**src/rtl/pipe_stage_ctrl.sv**
```systemverilog
// Consuming-side handshake controller for a single-entry inter-stage pipe buffer.
// Pops an item, holds it for a programmable number of busy cycles, then pushes it downstream.
module pipe_stage_ctrl #(
    parameter type         T       = logic,
    parameter int unsigned MAX_LAT = 34,
    parameter int unsigned LAT_W   = $clog2(MAX_LAT + 1)
) (
    input  logic             clk_in,
    input  logic             reset_in,
    input  logic             up_valid_in,
    input  T                 up_data_in,
    output logic             up_read_out,
    input  logic [LAT_W-1:0] lat_in,
    input  logic             dn_full_in,
    output logic             dn_write_out,
    output T                 dn_data_out,
    input  logic             flush_in,
    output logic             busy_out,
    output logic [31:0]      stall_cnt_out
);

    typedef enum logic [1:0] {
        StIdle,
        StBusy,
        StHold
    } state_e;

    state_e           state_q, state_d;
    logic [LAT_W-1:0] cnt_q, cnt_d;
    T                 data_q, data_d;
    logic [31:0]      stall_q, stall_d;

    logic             accept;
    logic             write;
    logic [LAT_W-1:0] lat_sat;

    assign lat_sat = (lat_in > LAT_W'(MAX_LAT)) ? LAT_W'(MAX_LAT) : lat_in;

    // Write never depends on up_valid_in; accept in HOLD rides on the write.
    assign write = (state_q == StHold) && !dn_full_in && !flush_in;

    // Gating with reset_in keeps up_read_out low while reset is held, even in IDLE.
    assign accept = reset_in && up_valid_in && !flush_in &&
                    ((state_q == StIdle) || write);

    always_comb begin
        state_d = state_q;
        cnt_d   = cnt_q;
        data_d  = data_q;
        stall_d = stall_q;

        if ((state_q == StHold) && dn_full_in && (stall_q != 32'hFFFF_FFFF)) begin
            stall_d = stall_q + 32'd1;
        end

        if (flush_in) begin
            state_d = StIdle;
            cnt_d   = '0;
        end else if (accept) begin
            data_d = up_data_in;
            if (lat_sat == '0) begin
                state_d = StHold;
                cnt_d   = '0;
            end else begin
                state_d = StBusy;
                cnt_d   = lat_sat;
            end
        end else begin
            unique case (state_q)
                StBusy: begin
                    cnt_d = cnt_q - LAT_W'(1);
                    if (cnt_q == LAT_W'(1)) begin
                        state_d = StHold;
                    end
                end
                StHold: begin
                    if (write) begin
                        state_d = StIdle;
                    end
                end
                default: begin
                    state_d = state_q;
                end
            endcase
        end
    end

    always_ff @(posedge clk_in or negedge reset_in) begin
        if (!reset_in) begin
            state_q <= StIdle;
            cnt_q   <= '0;
            data_q  <= '0;
            stall_q <= '0;
        end else begin
            state_q <= state_d;
            cnt_q   <= cnt_d;
            data_q  <= data_d;
            stall_q <= stall_d;
        end
    end

    assign up_read_out   = accept;
    assign dn_write_out  = write;
    assign dn_data_out   = data_q;
    assign busy_out      = (state_q != StIdle);
    assign stall_cnt_out = stall_q;

endmodule

```
**config.mk**
```make
export PLATFORM = sky130hd
export DESIGN_NAME = pipe_stage_ctrl
export DESIGN_NICKNAME = d
export VERILOG_FILES = /design/src/rtl/pipe_stage_ctrl.sv
export SDC_FILE = /design/constraint.sdc
export NUM_CORES = 1
export LEC_CHECK = 0
export CORE_MARGIN = 3
export CORE_UTILIZATION = 45
export DETAILED_ROUTE_END_ITERATION = 6
export MAX_ROUTING_LAYER = met4
export PLACE_DENSITY = 0.77
export SYNTH_ARGS = -nofsm -noshare
export SYNTH_HDL_FRONTEND = slang
export SYNTH_SLANG_ARGS = --single-unit
```
**constraint.sdc**
```tcl
create_clock -name clk_in -period 2.2 [get_ports clk_in]
set_clock_uncertainty 0.15 [all_clocks]
set_input_delay 0.44 -clock clk_in [delete_from_list [all_inputs] [get_ports clk_in]]
set_output_delay 0.44 -clock clk_in [all_outputs]
set_load 0.01 [all_outputs]
```
==> results.md, run 1 <==
- Run status: finished, final reports clean
- CP Data Arrival Time: 1.56 ns
- Final setup vio count: 0
- Switching share of power: 29.0%
- Worst Tran Pin Value: 0.523 ns
- Dpl cells: 350
- Total power: 2.08 mW
- Initial core utilization: 48.1%
- Final nets: 324
- Worst-Skew Late Latency: 0.29 ns
- Layout cells sized above 1: 16.0%
- VDD IR max: 0.575 mV
- FF-to-FF End: stall_cnt_out[25]$_DFFE_PN0P_
- Die height: 75.4 µm
- R2r worst-path depth: 7
- Design Area, Final: 0.00303 mm²
- Crit path buf inv count: 2
- Routability cong.: 0.882
- Slew Limit Fails: 0
- Clock share of power: 28.1%
- DPL Wire Length: 3770 µm
- Most common cell after layout, fill and taps aside: clkdlybuf4s50_1
- Num CTS Buffers: 5
- GRT Overall Usage: 20.5%
- Startpoint Class: flop
- Minimum clock period: 2.15 ns
- Remaining antenna violation count: 0
- Final Util: 67.3%
- Grt total ovfl: 0
- Synth Area per Inst: 9.67 µm²
- Max clock buf depth: 2
- Core area: 0.00450 mm²
- Initial antenna violation count: 0
- P per Cell Area: 686 mW/mm²
- Internal power: 1.48 mW
- Pleak: 1.39 nW
- Post-synth top flop: dfrtp_1
- Full die area: 0.00568 mm²
- Share of the synthesized area in the top cell type: 47.4%
- Yosys warning total: 0
- Sequential-to-total area share from yosys stat: 47.4%
- Top post-synthesis cells by area: dfrtp_1 47%, xnor2_1 6.9%, xor2_1 6.5%
- CP Class: reg -> out
- Netlist cell types: 35
- Rows: 24
- Diodes inserted: 0
- Sequential Power Share: 43.9%
- Slowest stage cell, crit path: dfrtp_1
- Synthesized instance count: 224
- Routed wire length: 5030 µm
- Critical path required time: 1.61 ns
- Mapped Area: 0.00217 mm²
- Syn nets: 242
- Worst reg2reg setup slack: 0.11 ns
- Switching Power: 0.602 mW
- CTS Sinks: 41
- H-tree levels: 2
- Slew headroom: 65.1%
- Via count: 1917
- Synth async-reset ratio: 100%
- Synth-to-layout area growth: 39.9%
- Crit-path max FO: 3
- Final Hold Viols: 0
- CP Capture Type: primary output
- Hold crit path type: in -> async
- DR pass1 iterations: 4
- Finished Layout Cells: 358
- Slowest stage delay, CP: 0.39 ns
- Comb power frac: 28.0%
- Number of global-route vias before repair: 1909
- Synth area leader: dfrtp_1
- Delay-heaviest family, CP: flip-flops
- Buffers added on ports: 47
- Most frequent cells in the layout: 43 x clkdlybuf4s50_1, 41 x dfrtp_1, 33 x buf_4
- Post-DP Area: 0.00291 mm²
- Cts hold-fix bufs: 0
- DR DRC count: 0
- Worst hold slack: 0.0785 ns
- Post-DR wirelength/cell: 14.0 µm
- Fmax: 466 MHz
- Chip Width: 75.4 µm
- Synthesized flop and latch total: 41
- CTS tree: done
- R2r startpoint: stall_cnt_out[0]$_DFFE_PN0P_
- CTS root buffer: clkbuf_8
- Clock transition at the registers of the reported paths: 0.07 ns
- RSZ-0062 raised after global routing: true
- Vias per cell: 5.35
- First-pass GRT wire length: 8670 µm
- Largest net degree at the start of global routing: 42
- I/O Pins: 48
- Worst path cell trace: inv_1 -> ha_1 -> nor2b_2 -> nor2b_1 -> dlygate4sd2_1
- Initial DRC count: 98
- Max-cap violations: 0
- Post-synth EDFFs: 0
- Final Cycle Share: 97.5%
[sequential cells by signal (all words and copies together), names as in the netlist]
register and count:
cnt_q 6, dn_data_out 1, stall_cnt_out 32, state_q 2
[layer usage]
layer	up-vias	track usage, %	routed length [µm]
met2	49	31.3	2340
met3	5	3.69	188
met4	0	7.18	78
li1	951	-	-
met1	912	27.6	2430
met5	-	-	0
[synthesized netlist by cell type (2+ instances only)]
cell       n
dfrtp_1   41
nand2_1   26
nor2_1    20
xnor2_1   17
xor2_1    16
nand3_1   14
nor3_1    10
inv_1      9
nand4_1    8
o21ai_0    8
ha_1       6
nor4_1     6
a211oi_1   5
a21oi_1    5
or3_1      5
and3_1     4
and4_1     3
a41oi_1    2
clkbuf_1   2
nor2b_1    2
[worst max path at each step]
| stage | from | depth (start not counted) | slack, ns | endpoint |
|---|---|---|---|---|
| 5_1_grt | state_q[0]$_DFFE_PN0P_ | 5 | -0.02 | dn_write_out |
| 2_1_floorplan | stall_cnt_out[0]$_DFFE_PN0P_ | 7 | 0.01 | stall_cnt_out[25]$_DFFE_PN0P_ |
| 6_report | state_q[0]$_DFFE_PN0P_ | 5 | 0.05 | dn_write_out |
| 3_5_place_dp | dn_full_in | 5 | -0.20 | up_read_out |
| 4_1_cts | state_q[0]$_DFFE_PN0P_ | 6 | 0.03 | up_read_out |
| 3_3_place_gp | dn_full_in | 5 | -0.17 | up_read_out |
[cell type report]
| cell class | count | area [µm²] |
|---|---|---|
| Sequential cell | 41 | 1030 |
| Clock inverter | 2 | 35.0 |
| Timing Repair Buffer | 80 | 714 |
| Multi-Input combinational cell | 169 | 1090 |
| Tap cell | 52 | 65.1 |
| Fill cell | 368 | 1470 |
| Inverter | 9 | 33.8 |
| Clock buffer | 5 | 68.8 |
[logic make-up (layout without fill, tap and decap cells)]
kind of cell               count (synthesis)  count (layout)  share of synthesized area (%)
AOI/OAI and AO/OA                         24              24                           7.80
adders and majority gates                  6               6                           3.47
and+or+nand+nor                          104             104                           24.3
muxes                                      2               2                          0.982
buffers and inverters                     14              96                           2.71
DFF                                       41              41                           47.4
xor gates and xnor gates                  33              33                           13.3
[per-stage QoR]
step / setup slack (ns) / setup TNS (ns)
after floorplan: 0.0109 / 0
after global placement: -0.168 / -0.523
after detailed placement: -0.196 / -0.994
after CTS: 0.0254 / 0
after global routing: -0.0197 / -0.0197
final: 0.0542 / 0
[worst register-to-register path, stage by stage (launching register included)]
cell and delay, ns:
dfrtp_1 0.36, ha_1 0.20, nand2_1 0.08, or2_2 0.37, o41ai_4 0.33, buf_4 0.23
nor3_1 0.08, xor2_1 0.15
[repair_timing]
item	4_1_cts	5_1_grt
setup buffers	0	1
hold endpoints to repair	0	0
gates cloned	0	0
endpoints found under the setup margin	2	4
gates resized for setup	5	3
[power groups by stage]
stage,clock (mW),combinational [mW],sequential [mW]
floorplan,0,0.261,0.940
global placement,0,0.561,0.920
detailed placement,0,0.570,0.926
CTS,0.598,0.581,0.912
global route,0.626,0.655,0.925
finish,0.583,0.582,0.913
Power figures use the tool's default switching activity.
==> inputs of run 2 (changes only) <==
==> constraint.sdc (replaced) <==
create_clock -name clk_in -period 1.8 [get_ports clk_in]
set_clock_uncertainty 0.15 [all_clocks]
set_input_delay 0.36 -clock clk_in [delete_from_list [all_inputs] [get_ports clk_in]]
set_output_delay 0.36 -clock clk_in [all_outputs]
set_load 0.01 [all_outputs]
==> run 2 against run 1 <==
- the flow now finishes with violations (setup timing)
- setup slack worse by 0.34 ns
- sequential cell count stayed put
- hold slack got worse by 0.050 ns
- sequential share of layout area is 8.1 points lower
- critical path depth rose by 3
- die area unchanged
- cell area grew 32%
- cell count is 19% higher
- register-to-register slack lost 0.39 ns
- routed wire length increased by 83%
- critical path type is now reg -> reg
- critical endpoint is now stall_cnt_out[24]$_DFFE_PN0P_
- highest routed layer unchanged
==> results.md, run 2 (synthesis gave the netlist of run 1 again) <==
- Design Area, Final: 0.00399 mm² (was 0.00303 mm²)
- Core area: 0.00450 mm² (unchanged)
- Initial antenna violation count: 0 (unchanged)
- CP Data Arrival Time: 2.12 ns (was 1.56 ns)
- I/O Pins: 48 (unchanged)
- Layout cells sized above 1: 49.9% (was 16.0%)
- Post-route worst setup slack: -0.283 ns (was 0.0542 ns)
- Total power: 3.05 mW (was 2.08 mW)
- Slew headroom: 65.0% (was 65.1%)
- Run status: finished, violations left (was finished, final reports clean)
- Post-DR wirelength/cell: 21.7 µm (was 14.0 µm)
- Startpoint Class: flop (unchanged)
- Full die area: 0.00568 mm² (unchanged)
- Slowest stage delay, CP: 0.37 ns (was 0.39 ns)
- CTS root buffer: clkbuf_8 (unchanged)
- Final Hold Viols: 0 (unchanged)
- GRT Overall Usage: 29.9% (was 20.5%)
- Num CTS Buffers: 5 (unchanged)
- R2r startpoint: stall_cnt_out[15]$_DFFE_PN0P_ (was stall_cnt_out[0]$_DFFE_PN0P_)
- Grt total ovfl: 0 (unchanged)
- Crit-path max FO: 5 (was 3)
- Top Metal Used: met4 (unchanged)
- Die height: 75.4 µm (unchanged)
- Fmax: 480 MHz
- Minimum clock period: 2.08 ns
- Dpl cells: 397 (was 350)
- Vias per cell: 5.98 (was 5.35)
- Final Cycle Share: 116%
- H-tree levels: 2 (unchanged)
- Worst Tran Pin Value: 0.525 ns (was 0.523 ns)
- Finished Layout Cells: 425 (was 358)
- Worst-Skew Late Latency: 0.30 ns (was 0.29 ns)
- RSZ-0062 raised after global routing: true (unchanged)
- Max-cap violations: 0 (unchanged)
- Cts hold-fix bufs: 0 (unchanged)
- Max clock buf depth: 2 (unchanged)
- Buffers added on ports: 47 (unchanged)
- Routability cong.: 0.867 (was 0.882)
- DR pass1 iterations: 5 (was 4)
- Final nets: 391 (was 324)
- Pleak: 2.09 nW (was 1.39 nW)
- Synth-to-layout area growth: 84.3% (was 39.9%)
- CTS tree: done (unchanged)
- CP Class: reg -> reg (was reg -> out)
- Routed wire length: 9200 µm (was 5030 µm)
- Via count: 2542 (was 1917)
- First-pass GRT wire length: 12200 µm (was 8670 µm)
- VDD IR max: 0.604 mV (was 0.575 mV)
- Diodes inserted: 0 (unchanged)
- Most common cell after layout, fill and taps aside: buf_4 (was clkdlybuf4s50_1)
- Max FFs per register: 32 (unchanged)
- Clock transition at the registers of the reported paths: 0.08 ns (was 0.07 ns)
- Slew Limit Fails: 0 (unchanged)
- Chip Width: 75.4 µm (unchanged)
- Initial core utilization: 48.1% (unchanged)
- Initial DRC count: 226 (was 98)
- DPL Wire Length: 4490 µm (was 3770 µm)
- CP Capture Type: flop (was primary output)
- WL met1: 3560 µm (was 2430 µm)
- Hold crit path type: in -> async (unchanged)
- CTS Sinks: 41 (unchanged)
- Met2 wire len: 4470 µm (was 2340 µm)
- P per Cell Area: 763 mW/mm² (was 686 mW/mm²)
- Final setup vio count: 40 (was 0)
- Remaining antenna violation count: 0 (unchanged)
- Most frequent cells in the layout: 85 x buf_4, 39 x dfrtp_1, 26 x dlygate4sd2_1 (was 43 x clkdlybuf4s50_1, 41 x dfrtp_1, 33 x buf_4)
- Failing checks: setup timing
- Slowest stage cell, crit path: dfrtp_1 (unchanged)
- Critical path required time: 1.83 ns (was 1.61 ns)
- Most Frequent Cell on Critical Path: buf_4
- Largest net degree at the start of global routing: 42 (unchanged)
- Final Util: 88.6% (was 67.3%)
- Worst hold slack: 0.0281 ns (was 0.0785 ns)
- Rows: 24 (unchanged)
- Crit path from: stall_cnt_out[15]$_DFFE_PN0P_ (was state_q[0]$_DFFE_PN0P_)
- Met3 Routed Length: 633 µm (was 188 µm)
- Post-DP Area: 0.00328 mm² (was 0.00291 mm²)
- Number of global-route vias before repair: 2444 (was 1909)
- DR DRC count: 0 (unchanged)
- Worst path cell trace: buf_4 -> nand4_1 -> buf_4 -> nor4_4 -> buf_4 -> nand4_1 -> buf_4 -> xnor2_2 (was inv_1 -> ha_1 -> nor2b_2 -> nor2b_1 -> dlygate4sd2_1)
-- run 2: cell count changes in the layout (fill, tap and decap cells not counted), moves of 6 or more --
cell             change
buf_4               +52
clkdlybuf4s50_1     -32
dlygate4sd2_1       +25
buf_6               +14
nor3_1              -10
nor3_4               +8
nor2_1               -7
nand2_1              -6
nand3_1              -6
nand3_2              +6
-- run 2: worst max-delay path, delay by kind of cell (launching register included) --
family,cells,cell delay (ns)
xor gates and xnor gates,1,0.12
buffers and inverters,4,0.74
DFF,1,0.37
and+or+nand+nor,3,0.58
-- run 2: timing repair --
item,4_1_cts,5_1_grt
gates resized for setup,109,48
setup endpoints to repair,63,47
buffers inserted,16,7
pin swaps,34,18
-- run 2: final timing paths --
| check | endpoint | slack [ns] | cells after the start |
|---|---|---|---|
| max | stall_cnt_out[24]$_DFFE_PN0P_ | -0.28 | 8 |
| min | stall_cnt_out[15]$_DFFE_PN0P_ | 0.03 | 2 |
| max reg2reg | stall_cnt_out[24]$_DFFE_PN0P_ | -0.28 | 8 |
| min reg2reg | dn_data_out$_DFFE_PN0P_ | 0.34 | 2 |
| max in group asynchronous | stall_cnt_out[6]$_DFFE_PN0P_ | 1.09 | 2 |
| min in group clk_in | dn_data_out$_DFFE_PN0P_ | 0.34 | 2 |
-- run 2: per-layer routing --
| metal | vias up | GRT usage [%] |
|---|---|---|
| li1 | 1084 | - |
| met1 | 1231 | 35.8 |
| met2 | 178 | 48.2 |
| met3 | 49 | 6.07 |
| met4 | 0 | 14.2 |
| met5 | - | - |
-- run 2: final cells by class --
class | instances | area, µm²
Sequential cell | 41 | 1030
Clock buffer | 6 | 72.6
Tap cell | 52 | 65.1
Inverter | 9 | 38.8
Timing Repair Buffer | 147 | 1240
Fill cell | 184 | 512
Clock inverter | 1 | 5.00
Multi-Input combinational cell | 169 | 1540
-- run 2: metrics by stage --
step | TNS, ns | worst slack [ns]
after floorplan | -5.48 | -0.337
after global placement | -8.33 | -0.414
after detailed placement | -9.63 | -0.422
after CTS | -1.77 | -0.154
after global routing | -6.81 | -0.292
final | -5.33 | -0.283
-- run 2: where the power goes --
| group | leakage, nW | switching, mW | internal (mW) |
|---|---|---|---|
| combinational | 1.50 | 0.659 | 0.698 |
| sequential | 0.548 | 0.0899 | 1.02 |
| clock | 0.0410 | 0.315 | 0.264 |
==> inputs of run 3 (changes only) <==
--- a/config.mk
+++ b/config.mk
@@ -5,9 +5,10 @@
 export SDC_FILE = /design/constraint.sdc
 export NUM_CORES = 1
 export LEC_CHECK = 0
-export CORE_MARGIN = 3
+export CORE_MARGIN = 4
 export CORE_UTILIZATION = 45
 export DETAILED_ROUTE_END_ITERATION = 6
+export GPL_ROUTABILITY_DRIVEN = 0
 export MAX_ROUTING_LAYER = met4
 export PLACE_DENSITY = 0.77
 export SYNTH_ARGS = -nofsm -noshare
==> run 3 against run 2 <==
- the run still ends with setup timing left
- register-to-register slack worse by 0.06 ns
- combinational power grew 12%
- sequential cell count did not move
- utilization up 5.6 points
- non-clock buffer count up 7
- via count increased by 11%
==> results.md, run 3 (synthesis gave the netlist of run 1 again) <==
- I/O Pins: 48 (unchanged)
- Final setup vio count: 44 (was 40)
- Slew headroom: 64.0% (was 65.0%)
- Max-cap violations: 0 (unchanged)
- Setup TNS: -8.00 ns (was -5.33 ns)
- Delay-heaviest family, CP: simple AND/OR/NAND/NOR gates (was buffers and inverters)
- First-pass GRT wire length: 13200 µm (was 12200 µm)
- RSZ-0062 raised after global routing: true (unchanged)
- Crit path buf inv count: 2 (was 4)
- Comb power frac: 44.3% (was 44.5%)
- DR DRC count: 0 (unchanged)
- P per Cell Area: 806 mW/mm² (was 763 mW/mm²)
- CP endpoint: stall_cnt_out[28]$_DFFE_PN0P_ (was stall_cnt_out[24]$_DFFE_PN0P_)
- Vias per cell: 6.53 (was 5.98)
- Chip Width: 77.4 µm (was 75.4 µm)
- Register Area: 0.00103 mm² (unchanged)
- R2r worst-path depth: 7 (was 8)
- Final nets: 398 (was 391)
- Initial DRC count: 365 (was 226)
- Cts hold-fix bufs: 0 (unchanged)
- Finished Layout Cells: 434 (was 425)
- Slew Limit Fails: 0 (unchanged)
- GRT Overall Usage: 29.2% (was 29.9%)
- Num CTS Buffers: 5 (unchanged)
- CP Data Arrival Time: 2.21 ns (was 2.12 ns)
- Most frequent cells in the layout: 85 x buf_4, 39 x dfrtp_1, 26 x dlygate4sd2_1 (unchanged)
- Place WS: -0.429 ns (was -0.422 ns)
- Buffers added on ports: 47 (unchanged)
- Worst hold slack: 0.0299 ns (was 0.0281 ns)
- Worst-Skew Late Latency: 0.30 ns (about the same)
- Most common cell after layout, fill and taps aside: buf_4 (unchanged)
- Die height: 77.4 µm (was 75.4 µm)
- Critical path required time: 1.86 ns (was 1.83 ns)
- DPL Wire Length: 4450 µm (was 4490 µm)
- R2r startpoint: stall_cnt_out[20]$_DFFE_PN0P_ (was stall_cnt_out[15]$_DFFE_PN0P_)
- Slowest stage cell, crit path: dfrtp_1 (unchanged)
- Full die area: 0.00599 mm² (was 0.00568 mm²)
- Number of global-route vias before repair: 2559 (was 2444)
- Failing checks: setup timing (unchanged)
- Crit path depth: 7 (was 8)
- Clock share of power: 22.9% (was 19.0%)
- CTS Sinks: 41 (unchanged)
- Design Area, Final: 0.00424 mm² (was 0.00399 mm²)
- Initial antenna violation count: 1 (was 0)
- VDD IR max: 0.742 mV (was 0.604 mV)
- Largest net degree at the start of global routing: 42 (unchanged)
- Worst path cell trace: buf_6 -> nand4_1 -> nor4_4 -> buf_4 -> nand4_1 -> nor2_1 -> xor2_1 (was buf_4 -> nand4_1 -> buf_4 -> nor4_4 -> buf_4 -> nand4_1 -> buf_4 -> xnor2_2)
- Pleak: 2.17 nW (was 2.09 nW)
- Fmax: 467 MHz (was 480 MHz)
- CTS root buffer: clkbuf_8 (unchanged)
- CP Class: reg -> reg (unchanged)
- Grt total ovfl: 0 (unchanged)
- Clock transition at the registers of the reported paths: 0.08 ns (about the same)
- Switching share of power: 35.0% (was 34.9%)
- Post-route worst setup slack: -0.341 ns (was -0.283 ns)
- Synth-to-layout area growth: 96.0% (was 84.3%)
- Minimum clock period: 2.14 ns (was 2.08 ns)
- CP Capture Type: flop (unchanged)
- Initial core utilization: 48.1% (unchanged)
- FF-to-FF End: stall_cnt_out[28]$_DFFE_PN0P_ (was stall_cnt_out[24]$_DFFE_PN0P_)
- Via count: 2834 (was 2542)
- Most Frequent Cell on Critical Path: nand4_1 (was buf_4)
- Max clock buf depth: 2 (unchanged)
- Switching Power: 1.20 mW (was 1.06 mW)
- Dpl cells: 400 (was 397)
- Worst Tran Pin Value: 0.540 ns (was 0.525 ns)
- Max FFs per register: 32 (unchanged)
- Hold crit path type: in -> async (unchanged)
- Final Hold Viols: 0 (unchanged)
- Sequential Power Share: 32.8% (was 36.4%)
- Run status: finished, violations left (unchanged)
- Crit path from: stall_cnt_out[20]$_DFFE_PN0P_ (was stall_cnt_out[15]$_DFFE_PN0P_)
- H-tree levels: 2 (unchanged)
- Multi-input logic area: 0.00165 mm² (was 0.00154 mm²)
- Routed wire length: 11800 µm (was 9200 µm)
- CTS tree: done (unchanged)
- Internal power: 2.23 mW (was 1.98 mW)
- Worst reg2reg setup slack: -0.34 ns (was -0.28 ns)
- Slowest stage delay, CP: 0.40 ns (was 0.37 ns)
- Rows: 24 (unchanged)
- Fillers: 121 (was 184)
- DR pass1 iterations: 5 (unchanged)
- Post-DR wirelength/cell: 27.1 µm (was 21.7 µm)
- Remaining antenna violation count: 0 (unchanged)
- Core area: 0.00450 mm² (unchanged)
- Post-DP Area: 0.00331 mm² (was 0.00328 mm²)
- Final Cycle Share: 119% (was 116%)
- Crit-path max FO: 3 (was 5)
- Startpoint Class: flop (unchanged)
- Layout cells sized above 1: 53.3% (was 49.9%)
[run 3: worst min path at each step]
| stage | from | end | cells past startpoint |
|---|---|---|---|
| final | reset_in | stall_cnt_out[20]$_DFFE_PN0P_ | 2 |
| after global routing | reset_in | stall_cnt_out[30]$_DFFE_PN0P_ | 2 |
| after CTS | reset_in | stall_cnt_out[17]$_DFFE_PN0P_ | 2 |
| after detailed placement | dn_data_out$_DFFE_PN0P_ | dn_data_out$_DFFE_PN0P_ | 2 |
| after global placement | dn_data_out$_DFFE_PN0P_ | dn_data_out$_DFFE_PN0P_ | 2 |
| after floorplan | reset_in | cnt_q[0]$_DFFE_PN0P_ | 0 |
[run 3: stage by stage]
stage / utilization (%) / power [mW]
4_1_cts: 84.2 / 2.96
2_1_floorplan: - / 1.48
3_5_place_dp: 73.4 / 2.02
5_1_grt: 94.2 / 3.52
6_report: 94.2 / 3.42
3_3_place_gp: 73.4 / 1.98
[run 3: timing repair]
action,4_1_cts,5_1_grt
pin swaps,22,40
buffers inserted,13,13
gates resized for setup,110,79
gates cloned,1,0
endpoints found under the setup margin,65,47
[run 3: final cells by class]
| type | instances | area share [%] |
|---|---|---|
| Timing Repair Buffer | 154 | 31.7 |
| Tap cell | 52 | 1.53 |
| Clock inverter | 1 | 0.708 |
| Antenna cell | 1 | 0.0590 |
| Inverter | 9 | 0.796 |
| Multi-Input combinational cell | 169 | 39.0 |
| Sequential cell | 41 | 24.2 |
| Clock buffer | 7 | 2.03 |
[run 3: worst reg2reg max path, cell delays in order, from the launching register on]
cell and delay (ns):
dfrtp_1 0.40, buf_6 0.12, nand4_1 0.26, nor4_4 0.36
buf_4 0.20, nand4_1 0.18, nor2_1 0.21, xor2_1 0.19
[run 3: metal layers]
| layer | GRT usage (%) | routed length (µm) | vias up |
|---|---|---|---|
| met1 | 33.8 | 4100 | 1355 |
| met4 | 14.4 | 864 | 0 |
| met2 | 47.5 | 5670 | 278 |
| met5 | - | 0 | - |
| met3 | 7.06 | 1130 | 101 |
| li1 | - | - | 1100 |
[run 3: power groups by stage]
| stage | Sequential [mW] | Clock [mW] | Combinational [mW] |
|---|---|---|---|
| 2_1_floorplan | 1.15 | 0 | 0.328 |
| 3_3_place_gp | 1.09 | 0 | 0.892 |
| 5_1_grt | 1.13 | 0.825 | 1.56 |
| 4_1_cts | 1.09 | 0.772 | 1.10 |
| 3_5_place_dp | 1.09 | 0 | 0.928 |
| 6_report | 1.12 | 0.784 | 1.52 |
